$ cat src/rtl/mmio_bus_arbiter.sv
// Two-port (core / debugger) arbiter onto a single-outstanding MMIO bus.
// Ties alternate via last_grant; a stalled bus is aborted after TIMEOUT wait cycles.
module mmio_bus_arbiter #(
    parameter int unsigned TIMEOUT = 255
) (
    input  logic        clk,
    input  logic        rst_n,
    // core MEM-stage port
    input  logic        i_c_req,
    input  logic        i_c_we,
    input  logic [1:0]  i_c_size,
    input  logic [63:0] i_c_addr,
    input  logic [63:0] i_c_wdata,
    input  logic        i_c_flush,
    output logic        o_c_done,
    output logic        o_c_err,
    output logic [63:0] o_c_rdata,
    output logic        o_c_stall_c,
    // debugger port
    input  logic        i_g_req,
    input  logic        i_g_we,
    input  logic [1:0]  i_g_size,
    input  logic [63:0] i_g_addr,
    input  logic [63:0] i_g_wdata,
    output logic        o_g_done,
    output logic        o_g_err,
    output logic [63:0] o_g_rdata,
    // downstream MMIO bus
    output logic        o_m_valid,
    output logic        o_m_we,
    output logic [1:0]  o_m_size,
    output logic [63:0] o_m_addr,
    output logic [63:0] o_m_wdata,
    input  logic        i_m_ready,
    input  logic [63:0] i_m_rdata,
    output logic [1:0]  o_busy_owner
);

    localparam int unsigned ADDR_W = 64;
    localparam int unsigned DATA_W = 64;
    localparam int unsigned CNT_W  = 16;

    localparam logic [CNT_W-1:0] WAIT_LAST = CNT_W'(TIMEOUT - 1);
    localparam logic [1:0]       OWN_NONE  = 2'd0;
    localparam logic [1:0]       OWN_C     = 2'd1;
    localparam logic [1:0]       OWN_G     = 2'd2;

    typedef enum logic [1:0] {
        S_IDLE  = 2'd0,
        S_BUS_C = 2'd1,
        S_BUS_G = 2'd2,
        S_DONE  = 2'd3
    } state_t;

    typedef struct packed {
        logic              we;
        logic [1:0]        size;
        logic [ADDR_W-1:0] addr;
        logic [DATA_W-1:0] wdata;
    } mmio_req_t;

    state_t            r_state;
    state_t            w_next_state;
    logic              r_last_grant_g;
    logic [CNT_W-1:0]  r_wait_cnt;
    mmio_req_t         r_m_req;
    logic              r_m_valid;
    logic              r_c_done;
    logic              r_c_err;
    logic [DATA_W-1:0] r_c_rdata;
    logic              r_g_done;
    logic              r_g_err;
    logic [DATA_W-1:0] r_g_rdata;
    logic [1:0]        r_busy_owner;

    logic              w_c_valid;
    logic              w_g_valid;
    logic              w_grant_c;
    logic              w_grant_g;
    logic              w_bus_ok;
    logic              w_bus_to;
    logic              w_owner_g;
    mmio_req_t         w_c_req;
    mmio_req_t         w_g_req;

    // A flushed or size-0 request is invisible to arbitration.
    assign w_c_valid = i_c_req & ~i_c_flush & (i_c_size != 2'd0);
    assign w_g_valid = i_g_req & (i_g_size != 2'd0);
    assign w_owner_g = (r_state == S_BUS_G);

    assign w_c_req = '{we: i_c_we, size: i_c_size, addr: i_c_addr, wdata: i_c_wdata};
    assign w_g_req = '{we: i_g_we, size: i_g_size, addr: i_g_addr, wdata: i_g_wdata};

    // FSM state register
    always_ff @(posedge clk or negedge rst_n) begin
        if (!rst_n) begin
            r_state <= S_IDLE;
        end else begin
            r_state <= w_next_state;
        end
    end

    // Next-state, grant and bus-completion decode
    always_comb begin
        w_next_state = r_state;
        w_grant_c    = 1'b0;
        w_grant_g    = 1'b0;
        w_bus_ok     = 1'b0;
        w_bus_to     = 1'b0;
        case (r_state)
            S_IDLE: begin
                if (w_c_valid && w_g_valid) begin
                    w_grant_c = r_last_grant_g;
                    w_grant_g = ~r_last_grant_g;
                end else begin
                    w_grant_c = w_c_valid;
                    w_grant_g = w_g_valid;
                end
                if (w_grant_c) begin
                    w_next_state = S_BUS_C;
                end else if (w_grant_g) begin
                    w_next_state = S_BUS_G;
                end
            end
            S_BUS_C, S_BUS_G: begin
                // ready in the timeout cycle still counts as a normal completion
                if (i_m_ready) begin
                    w_bus_ok = 1'b1;
                end else if (r_wait_cnt == WAIT_LAST) begin
                    w_bus_to = 1'b1;
                end
                if (w_bus_ok || w_bus_to) begin
                    w_next_state = S_DONE;
                end
            end
            S_DONE: begin
                w_next_state = S_IDLE;
            end
            default: begin
                w_next_state = S_IDLE;
            end
        endcase
    end

    // Bus request, wait counter and per-port completion registers
    always_ff @(posedge clk or negedge rst_n) begin
        if (!rst_n) begin
            r_last_grant_g <= 1'b1;
            r_wait_cnt     <= '0;
            r_m_req        <= '0;
            r_m_valid      <= 1'b0;
            r_c_done       <= 1'b0;
            r_c_err        <= 1'b0;
            r_c_rdata      <= '0;
            r_g_done       <= 1'b0;
            r_g_err        <= 1'b0;
            r_g_rdata      <= '0;
            r_busy_owner   <= OWN_NONE;
        end else begin
            r_c_done <= 1'b0;
            r_c_err  <= 1'b0;
            r_g_done <= 1'b0;
            r_g_err  <= 1'b0;

            if (w_grant_c || w_grant_g) begin
                r_m_req        <= w_grant_g ? w_g_req : w_c_req;
                r_m_valid      <= 1'b1;
                r_wait_cnt     <= '0;
                r_last_grant_g <= w_grant_g;
                r_busy_owner   <= w_grant_g ? OWN_G : OWN_C;
            end

            if (w_bus_ok || w_bus_to) begin
                r_m_valid <= 1'b0;
                if (w_owner_g) begin
                    r_g_rdata <= w_bus_ok ? i_m_rdata : '0;
                    r_g_done  <= 1'b1;
                    r_g_err   <= w_bus_to;
                end else begin
                    r_c_rdata <= w_bus_ok ? i_m_rdata : '0;
                    r_c_done  <= 1'b1;
                    r_c_err   <= w_bus_to;
                end
            end else if (r_state == S_BUS_C || r_state == S_BUS_G) begin
                r_wait_cnt <= r_wait_cnt + CNT_W'(1);
            end

            if (r_state == S_DONE) begin
                r_busy_owner <= OWN_NONE;
            end
        end
    end

    assign o_c_stall_c  = i_c_req & ~r_c_done & ~i_c_flush;
    assign o_c_done     = r_c_done;
    assign o_c_err      = r_c_err;
    assign o_c_rdata    = r_c_rdata;
    assign o_g_done     = r_g_done;
    assign o_g_err      = r_g_err;
    assign o_g_rdata    = r_g_rdata;
    assign o_m_valid    = r_m_valid;
    assign o_m_we       = r_m_req.we;
    assign o_m_size     = r_m_req.size;
    assign o_m_addr     = r_m_req.addr;
    assign o_m_wdata    = r_m_req.wdata;
    assign o_busy_owner = r_busy_owner;

endmodule

$ cat config.mk
export PLATFORM = sky130hd
export DESIGN_NAME = mmio_bus_arbiter
export DESIGN_NICKNAME = d
export VERILOG_FILES = /design/src/rtl/mmio_bus_arbiter.sv
export SDC_FILE = /design/constraint.sdc
export NUM_CORES = 1
export LEC_CHECK = 0
export BUFFER_PORTS_ARGS = -buffer_cell sky130_fd_sc_hd__buf_4
export CAP_MARGIN = 20
export CELL_PAD_IN_SITES_DETAIL_PLACEMENT = 0
export CELL_PAD_IN_SITES_GLOBAL_PLACEMENT = 2
export CORE_AREA = 2 2 236 238
export DETAILED_ROUTE_END_ITERATION = 8
export DIE_AREA = 0 0 238 240
export GPL_ROUTABILITY_DRIVEN = 0
export PLACE_DENSITY_LB_ADDON = 0.1
export SLEW_MARGIN = 5
export SYNTH_ARGS = -nofsm -noshare
export SYNTH_HDL_FRONTEND = slang
export SYNTH_SLANG_ARGS = --single-unit
$ cat constraint.sdc
create_clock -name clk -period 5.12 [get_ports clk]
set_clock_uncertainty 0.15 [all_clocks]
set_input_delay 1.28 -clock clk [delete_from_list [all_inputs] [get_ports clk]]
set_output_delay 1.28 -clock clk [all_outputs]
set_load 0.05 [all_outputs]
==> metrics.csv, run 1 <==
metric,value,unit
clock_latency,0.55,ns
grt_max_degree,105,
detail_route.iter0.violations,333,
dpl.hpwl,34200,um
worstPathArrival,2.11,ns
crit_type,input port to output pin,
timing_hold_violations_final,0,
period_minus_slack,3.54,ns
dp_cells,2137,
p_total,15000,uW
core_area,54700,sq um
max_slew_margin,18.2,%
grt.met3_usage,6.61,%
drt_first_pass_iters,6,
post-cts-setup-buffers,0,
vias,9902,
synth_cells,880,
antenna_found_initial,0,
hold_class,flop to flop,
synthMuxAreaShare,23.8,%
syn_nets,1217,
viasPerCell,4.49,
numPortBuffers,598,
min_period_over_period,69.2,%
setup_viol,0,
synth-seq-area-share,57.3,%
max_stage_delay,0.31,ns
rsz0062_at_grt,false,
area_growth,53.0,%
synth_area,12400,sq um
cp.required,3.69,ns
synth_top_family_by_area,multiplexers,
met2_usage,27.2,%
grt-ovfl-total,0,
endpoint_kind,output pin,
seq_power_share,26.5,%
num_rows,86,
start_kind,input port,
grt_pass1_vias,10600,
layout.nets,1810,
synth_area_leader_cell,dfrtp_1,
clock_path_buffers,3,
drive_gt1_share,63.2,%
yosysTopAreaCellShare,57.1,%
clk_pin_slew,0.06,ns
synth_warnings,0,
die_area,57100,sq um
synthTopCellsByArea,"dfrtp_1 57%, mux2_2 24%, a22o_1 9.1%",
cts_sinks,285,
initial_core_util,22.8,%
ir_drop,0.452,mV
cts_htree_levels,2,
crit_chain,buf_4 -> nor2b_1 -> nor2b_1 -> buf_4,
cts_resized,0,
synth_xor_xnor_area_share,0,%
slowest_stage,nor2b_1,
antenna_cells,0,
n_fill_cell,5471,
p_leak,0.00896,uW
max-cap-violations,0,
io_pins,599,
final.setup.tns,0,ns
cts_tree,yes,
grt_pass1_wl,69200,um
grt_use_met1,18.4,%
sw_frac_of_total,47.8,%
cp_max_fo,4,
fmax,282,MHz
die_x,238,um
status,finished clean,
detail-route-antenna-nets,0,
clkPwrFrac,18.5,%
chipHeight,240,um
syn_area_per_cell,14.1,sq um
numCtsBuffers,38,
wl_per_cell,21.7,um
intPower,7810,uW
synth_fa_ha_area_share,0.503,%
ys_seq_elements,285,
route.detailed.drc,0,
drv_slew,0,
yosysUniqueCellTypes,43,
stdcell_count,2206,
worst_pin_slew,1.22,ns
p_sw,7160,uW
grt.busiest_layer,met2,
power_density,786,nW/um^2
synth_compound_area_share,11.5,%
root_buffer,clkbuf_16,
grt_usage,16.1,%
synthSimpleGateAreaFrac,3.65,%
cts_hold_buf,0,
power_frac_comb,55.0,%
wirelength,48000,um
==> cells in the final DEF, fill, tap and decap left out, types with 2 or more instances in the layout <==
cell type,netlist,routed
nand3_1,9,9
or3_1,2,2
dfrtp_1,284,284
bufinv_16,0,4
buf_12,0,9
inv_6,0,2
nor2_1,7,4
clkbuf_1,37,8
o211ai_1,5,5
clkbuf_16,0,38
nand2_1,11,11
nor2_4,0,3
a31oi_1,5,5
nor3_1,11,11
ha_1,5,5
o21ai_0,10,10
or4_1,7,7
buf_4,6,607
clkinv_2,0,7
o221ai_1,7,7
a22o_1,129,129
and4_1,3,3
nand4_1,12,12
nor4_1,3,3
inv_1,15,15
a21oi_1,3,3
mux2_2,262,262
a221oi_1,2,2
o2111ai_1,2,2
clkbuf_8,0,9
nor2b_1,5,5
==> cell usage after synthesis <==
library cell / number
a211oi_1: 1
a21boi_2: 1
a21oi_1: 3
a221oi_1: 2
a22o_1: 129
a22oi_1: 1
a311o_1: 1
a31o_2: 1
a31oi_1: 5
and2_1: 1
and4_1: 3
and4b_1: 1
buf_2: 11
buf_4: 6
buf_6: 10
clkbuf_1: 37
dfrtp_1: 284
dfstp_2: 1
ha_1: 5
inv_1: 15
mux2_2: 262
mux2i_1: 1
nand2_1: 11
nand2b_1: 1
nand3_1: 9
nand4_1: 12
nand4b_1: 1
nor2_1: 7
nor2b_1: 5
nor3_1: 11
nor4_1: 3
nor4_4: 1
o2111ai_1: 2
o211ai_1: 5
o21a_1: 1
o21ai_0: 10
o221ai_1: 7
o22ai_1: 1
o311ai_0: 1
or2_1: 1
or3_1: 2
or4_1: 7
or4_4: 1
==> registers in the layout (all words and copies together) (netlist names) <==
| register | cells |
|---|---|
| o_m_size | 2 |
| o_m_we | 1 |
| o_m_wdata | 64 |
| o_c_err | 1 |
| r_last_grant_g | 1 |
| o_g_err | 1 |
| o_c_rdata | 64 |
| r_wait_cnt | 16 |
| o_g_done | 1 |
| o_busy_owner | 2 |
| o_m_addr | 64 |
| r_state | 2 |
| o_m_valid | 1 |
| o_g_rdata | 64 |
| o_c_done | 1 |
==> cell families after synthesis <==
logic type / Yosys count
AO/OA/AOI/OAI: 171
adder cells (fa/ha/maj): 5
buffers and inverters: 79
flip-flops: 285
multiplexers: 263
AND/OR/NAND/NOR: 77
==> metrics by stage <==
step           hold WS (ns)  instance area [sq um]  worst slack (ns)  util (%)
2_1_floorplan         0.296                  12400              1.43         -
3_3_place_gp          0.321                  17700              1.43      32.5
3_5_place_dp          0.326                  17800              1.37      32.5
4_1_cts               0.333                  19000              1.57      34.8
5_1_grt               0.364                  19000              1.54      34.8
6_report              0.331                  19000              1.58      34.8
==> per-layer routing <==
metal	share of wire [%]	wire, um
met1	38	18400
met4	3.1	1480
met3	9.7	4650
met2	49	23400
met5	0	0
==> power by group through the flow <==
stage,registers (uW),clock network (uW),logic (uW)
6_report,3970,2780,8230
5_1_grt,4120,2980,8610
4_1_cts,3980,2890,8360
3_5_place_dp,3980,0,8380
3_3_place_gp,3980,0,8350
2_1_floorplan,7450,0,2030
==> path summary, 6_finish.rpt <==
path	start	end	slack (ns)	cells past startpoint
min in group asynchronous	rst_n	o_m_addr[31]	0.68	1
worst max-delay path	i_c_flush	o_c_stall_c	1.58	4
worst min-delay path	r_last_grant_g	r_last_grant_g	0.33	2
worst min register to register	r_last_grant_g	r_last_grant_g	0.33	2
max in group asynchronous	rst_n	o_m_wdata[20]	3.07	2
worst max register to register	r_state[0]	o_m_addr[12]	2.07	7
==> worst max-delay path, delay by kind of cell <==
| kind | cells | cell delay, ns |
|---|---|---|
| buffers and inverters | 2 | 0.32 |
| and+or+nand+nor | 2 | 0.51 |
==> layout make-up <==
cell class                 instances  area (sq um)  share of cell area [%]
clock buffer                      55          1100                    5.80
clock inverter                    14           189                   0.992
multi-input combinational        516          4930                    25.9
inverter                          15          56.3                   0.296
timing repair buffer             617          4750                    25.0
tap                              704           881                    4.63
sequential                       285          7130                    37.5
Note: power is estimated with default switching activity, not from simulation.
==> run 2: changes to the inputs <==
Settings changed: CORE_AREA 2 2 236 238 to default, CORE_ASPECT_RATIO from default to 0.5, CORE_MARGIN from default to 1.5, CORE_UTILIZATION from default to 29, DIE_AREA 0 0 238 240 to default.
Clock period 5.12 ns to 3.6 ns, I/O delays scaled along.
==> metrics.csv, run 2 (synthesized netlist as in run 1, its figures left out) <==
metric,value,unit
status,finished clean,
layout.nets,1800,
rr_worst_depth,5,
multi_input_area,4930,sq um
cp.required,2.55,ns
max-cap-violations,0,
viasPerCell,4.70,
vias,9700,
area_growth,49.8,%
fmax,358,MHz
io_pins,599,
min_period_over_period,77.6,%
seq_power_share,27.3,%
clk_pin_slew,0.06,ns
die_x,296,um
p_sw,9910,uW
detail-route-antenna-nets,0,
ff2ff_setup_slack,0.86,ns
clock_path_buffers,3,
reg2reg_to,r_wait_cnt[6],
grt_pass1_vias,10100,
grt-ovfl-total,0,
antenna_cells,0,
core_area,42200,sq um
wl_per_cell,20.6,um
worst_pin_slew,1.00,ns
wirelength,42400,um
place_area,17600,sq um
intPower,10700,uW
die_area,44200,sq um
n_fill_cell,4003,
seq_area,7130,sq um
final_common_cell,buf_4,
drt_first_pass_iters,7,
numCtsBuffers,30,
grt_max_degree,82,
start_kind,input port,
reg2reg_from,r_state[0],
grt_usage,18.3,%
crit_type,input port to output pin,
cts_htree_levels,1,
initial_core_util,29.5,%
final_core_util,44.2,%
timing_hold_violations_final,0,
cts_sinks,285,
cts_resized,0,
cp_max_fo,4,
numPortBuffers,598,
final.setup.tns,0,ns
route.detailed.drc,0,
chipHeight,149,um
clkPwrFrac,16.6,%
stdcell_count,2064,
cts_tree,yes,
cts_hold_buf,0,
drv_slew,0,
setup_viol,0,
sw_frac_of_total,48.1,%
rsz0062_at_grt,false,
worstPathArrival,1.74,ns
num_rows,53,
antenna_found_initial,0,
hold_class,input port to async pin,
period_minus_slack,2.79,ns
endpoint_kind,output pin,
drive_gt1_share,63.1,%
power_frac_comb,56.0,%
stdcell_area,18600,sq um
ir_drop,0.560,mV
grt_pass1_wl,62500,um
detail_route.iter0.violations,382,
max_slew_margin,33.3,%
dp_cells,2008,
clock_latency,0.58,ns
mostFrequentLayoutCells,"607 x buf_4, 284 x dfrtp_1, 262 x mux2_2",
power_density,1110,nW/um^2
dpl.hpwl,30500,um
p_total,20600,uW
root_buffer,clkbuf_16,
post-cts-setup-buffers,0,
p_leak,0.00882,uW
## run 2: power by group through the flow
stage | Combinational (uW) | Clock [uW] | Sequential (uW)
finish | 11600 | 3430 | 5630
global route | 12000 | 3700 | 5840
CTS | 11700 | 3560 | 5640
detailed placement | 11700 | 0 | 5660
global placement | 11600 | 0 | 5630
floorplan | 2880 | 0 | 10600
## run 2: metrics by stage
stage	hold WS, ns	worst slack, ns
global route	0.114	0.658
finish	0.109	0.806
global placement	0.310	0.504
detailed placement	0.319	0.450
floorplan	0.296	0.671
CTS	0.0867	0.795
## run 2: final cells by class
| type | count | area share, % |
|---|---|---|
| repair buffers | 615 | 25.3 |
| clock buffers | 38 | 4.40 |
| well taps | 577 | 3.87 |
| clock inverters | 18 | 1.44 |
| flip-flops and latches | 285 | 38.3 |
| multi-input cells | 516 | 26.4 |
| inverters | 15 | 0.302 |
## run 2: metal layers
metal	track usage (%)	routed length [um]
met1	21.7	16400
met2	33.5	22600
met3	3.74	2140
met4	5.23	1340
met5	0	0
## run 2: worst max-delay path by stage
stage | slack [ns] | from | to
global route | 0.66 | r_state[0] | r_wait_cnt[5]
CTS | 0.79 | i_c_flush | o_c_stall_c
detailed placement | 0.45 | i_c_flush | o_m_addr[59]
global placement | 0.50 | i_c_flush | o_m_wdata[16]
floorplan | 0.67 | i_c_req | o_c_stall_c
finish | 0.81 | i_c_flush | o_c_stall_c
## run 2: critical path: stages
cell     delay, ns
buf_4         0.11
nor2b_1       0.33
nor2b_1       0.19
buf_4         0.21
==> run 3: changes to the inputs <==
Settings changed: ABC_AREA from default to 1, CORE_UTILIZATION 29 to 23.
Clock period 3.6 ns to 2.35 ns, I/O delays scaled along.
==> metrics.csv, run 3 <==
metric,value,unit
status,finished clean,
fmax,479,MHz
period_minus_slack,2.09,ns
clkPwrFrac,15.7,%
synth-seq-area-share,55.7,%
synthTopCellsByCount,"658 x nand2_1, 284 x dfrtp_1, 234 x nor2_1",
synth_xor_xnor_area_share,0,%
synthSimpleGateAreaFrac,28.0,%
detail-route-antenna-nets,0,
vias,12600,
synth-edff-count,0,
viasPerCell,4.22,
synth.most_common_cell,nand2_1,
drt_first_pass_iters,4,
intPower,15100,uW
final_common_cell,nand2_1,
chipHeight,170,um
rsz0062_at_grt,false,
worst_pin_slew,0.458,ns
max_slew_margin,69.5,%
p_sw,16500,uW
setup_viol,0,
timing_hold_violations_final,0,
grt_usage,18.7,%
ir_drop,0.618,mV
n_fill_cell,5943,
initial_core_util,23.6,%
grt-ovfl-total,0,
worstPathArrival,2.41,ns
synthTopCellsByArea,"dfrtp_1 56%, nand2_1 19%, nor2_1 6.9%",
core_area,54400,sq um
antenna_found_initial,3,
hold_class,input port to flop,
synth_area,12800,sq um
slowest_stage,dfrtp_1,
synth_compound_area_share,8.79,%
yosys_most_used_dff,dfrtp_1,
synth_warnings,0,
cts_tree,yes,
max_stage_delay,0.38,ns
synth_area_leader_cell,dfrtp_1,
cts_sinks,285,
numPortBuffers,598,
drive_gt1_share,31.8,%
root_buffer,clkbuf_16,
min_period_over_period,88.8,%
hold_start,i_g_addr[18],
yosysUniqueCellTypes,26,
synthMuxAreaShare,0,%
final.setup.tns,0,ns
clk_pin_slew,0.07,ns
power_frac_comb,57.4,%
critPathTopFamily,buffers and inverters,
wl_per_cell,18.5,um
num_rows,60,
clock_latency,0.60,ns
endpoint_kind,flop,
synth_cells,1632,
syn_area_per_cell,7.85,sq um
dpl.hpwl,40000,um
wl_met1,22900,um
synth_top_family_by_area,simple AND/OR/NAND/NOR gates,
route.detailed.drc,0,
grt_pass1_wl,80700,um
numCtsBuffers,31,
layout.nets,2552,
grt_pass1_vias,12600,
yosysTopAreaCellShare,55.5,%
die_area,57200,sq um
start_kind,flop,
p_total,31600,uW
p_leak,0.0102,uW
reg2reg_from,r_state[0],
clock_path_buffers,3,
place_area,18300,sq um
highest-signal-layer,met4,
crit_type,flop to flop,
area_growth,51.7,%
max-cap-violations,0,
cts_htree_levels,1,
wirelength,55300,um
stdcell_area,19400,sq um
drv_slew,0,
cp.required,2.67,ns
ys_seq_elements,285,
met2_length,28800,um
grt_max_degree,84,
die_x,337,um
ys_async_sr_fraction,100,%
cp_max_fo,42,
io_pins,599,
synth_fa_ha_area_share,0.489,%
mostFrequentLayoutCells,"654 x nand2_1, 621 x buf_4, 284 x dfrtp_1",
critPathLaunch,r_state[0],
sw_frac_of_total,52.1,%
crit_chain,inv_1 -> ha_2 -> inv_1 -> nor3_4 -> nand2_4 -> nand2_8 -> buf_12 -> inv_2 -> buf_12 -> nand2_1 -> o21ai_0,
power_density,1630,nW/um^2
syn_nets,1969,
wl_met3,2300,um
detail_route.iter0.violations,524,
path_buf_inv,5,
seq_power_share,26.9,%
run 3: metal layers:
metal / track usage (%) / up-vias
met5: 0 / -
met4: 4.52 / 0
met3: 3.67 / 64
met2: 33.4 / 239
met1: 23.1 / 5999
li1: - / 6273
run 3: cells by family (layout without fill, tap and decap cells):
group	count (synthesis)	after routing
AOI/OAI and AO/OA	201	201
adders and majority gates	5	5
buffers and inverters	206	810
DFF	285	285
other	0	3
and+or+nand+nor	935	935
run 3: repair_timing:
item                                    CTS  global route
gates resized for setup                   0             6
hold endpoints to repair                 18             0
endpoints found under the setup margin    0           122
hold buffers                              1             0
buffers inserted                          0             3
run 3: final timing paths:
kind / slack, ns / endpoint / cells past startpoint
worst max-delay path: 0.26 / o_m_size[1] / 11
worst min-delay path: 0.11 / o_m_addr[18] / 3
worst max register to register: 0.26 / o_m_size[1] / 11
worst min register to register: 0.32 / o_g_rdata[5] / 2
max in group asynchronous: 1.00 / o_g_rdata[8] / 3
min in group asynchronous: 0.30 / o_g_rdata[39] / 2
run 3: cell type report:
class / instances / area [sq um] / share of cell area [%]
Antenna cell: 3 / 7.51 / 0.0386
Clock buffer: 44 / 875 / 4.50
Clock inverter: 10 / 108 / 0.554
Inverter: 110 / 415 / 2.14
Multi-Input combinational cell: 1141 / 4820 / 24.8
Sequential cell: 285 / 7130 / 36.7
Tap cell: 744 / 931 / 4.79
Timing Repair Buffer: 646 / 5130 / 26.4
run 3: worst reg2reg max path, cell delays in order (launching register included):
cell and delay [ns]:
dfrtp_1 0.38, inv_1 0.11, ha_2 0.20, inv_1 0.07, nor3_4 0.19, nand2_4 0.12
nand2_8 0.13, buf_12 0.18, inv_2 0.07, buf_12 0.18, nand2_1 0.09, o21ai_0 0.08
run 3: per-stage QoR:
stage / cells / util, % / setup slack (ns) / hold WS, ns
2_1_floorplan: 1632 / - / 0.293 / 0.142
3_3_place_gp: 2921 / 33.8 / 0.107 / 0.306
3_5_place_dp: 2921 / 33.8 / 0.0791 / 0.310
4_1_cts: 2976 / 35.6 / 0.0355 / 0.0585
5_1_grt: 2983 / 35.7 / 0.0533 / 0.0699
6_report: 2983 / 35.7 / 0.264 / 0.108
run 3: power groups by stage:
stage | Sequential (uW) | Combinational (uW) | Clock (uW)
4_1_cts | 8520 | 18400 | 5190
3_3_place_gp | 8590 | 18300 | 0
6_report | 8500 | 18200 | 4970
2_1_floorplan | 15800 | 4350 | 0
5_1_grt | 8810 | 19400 | 5410
3_5_place_dp | 8550 | 18400 | 0
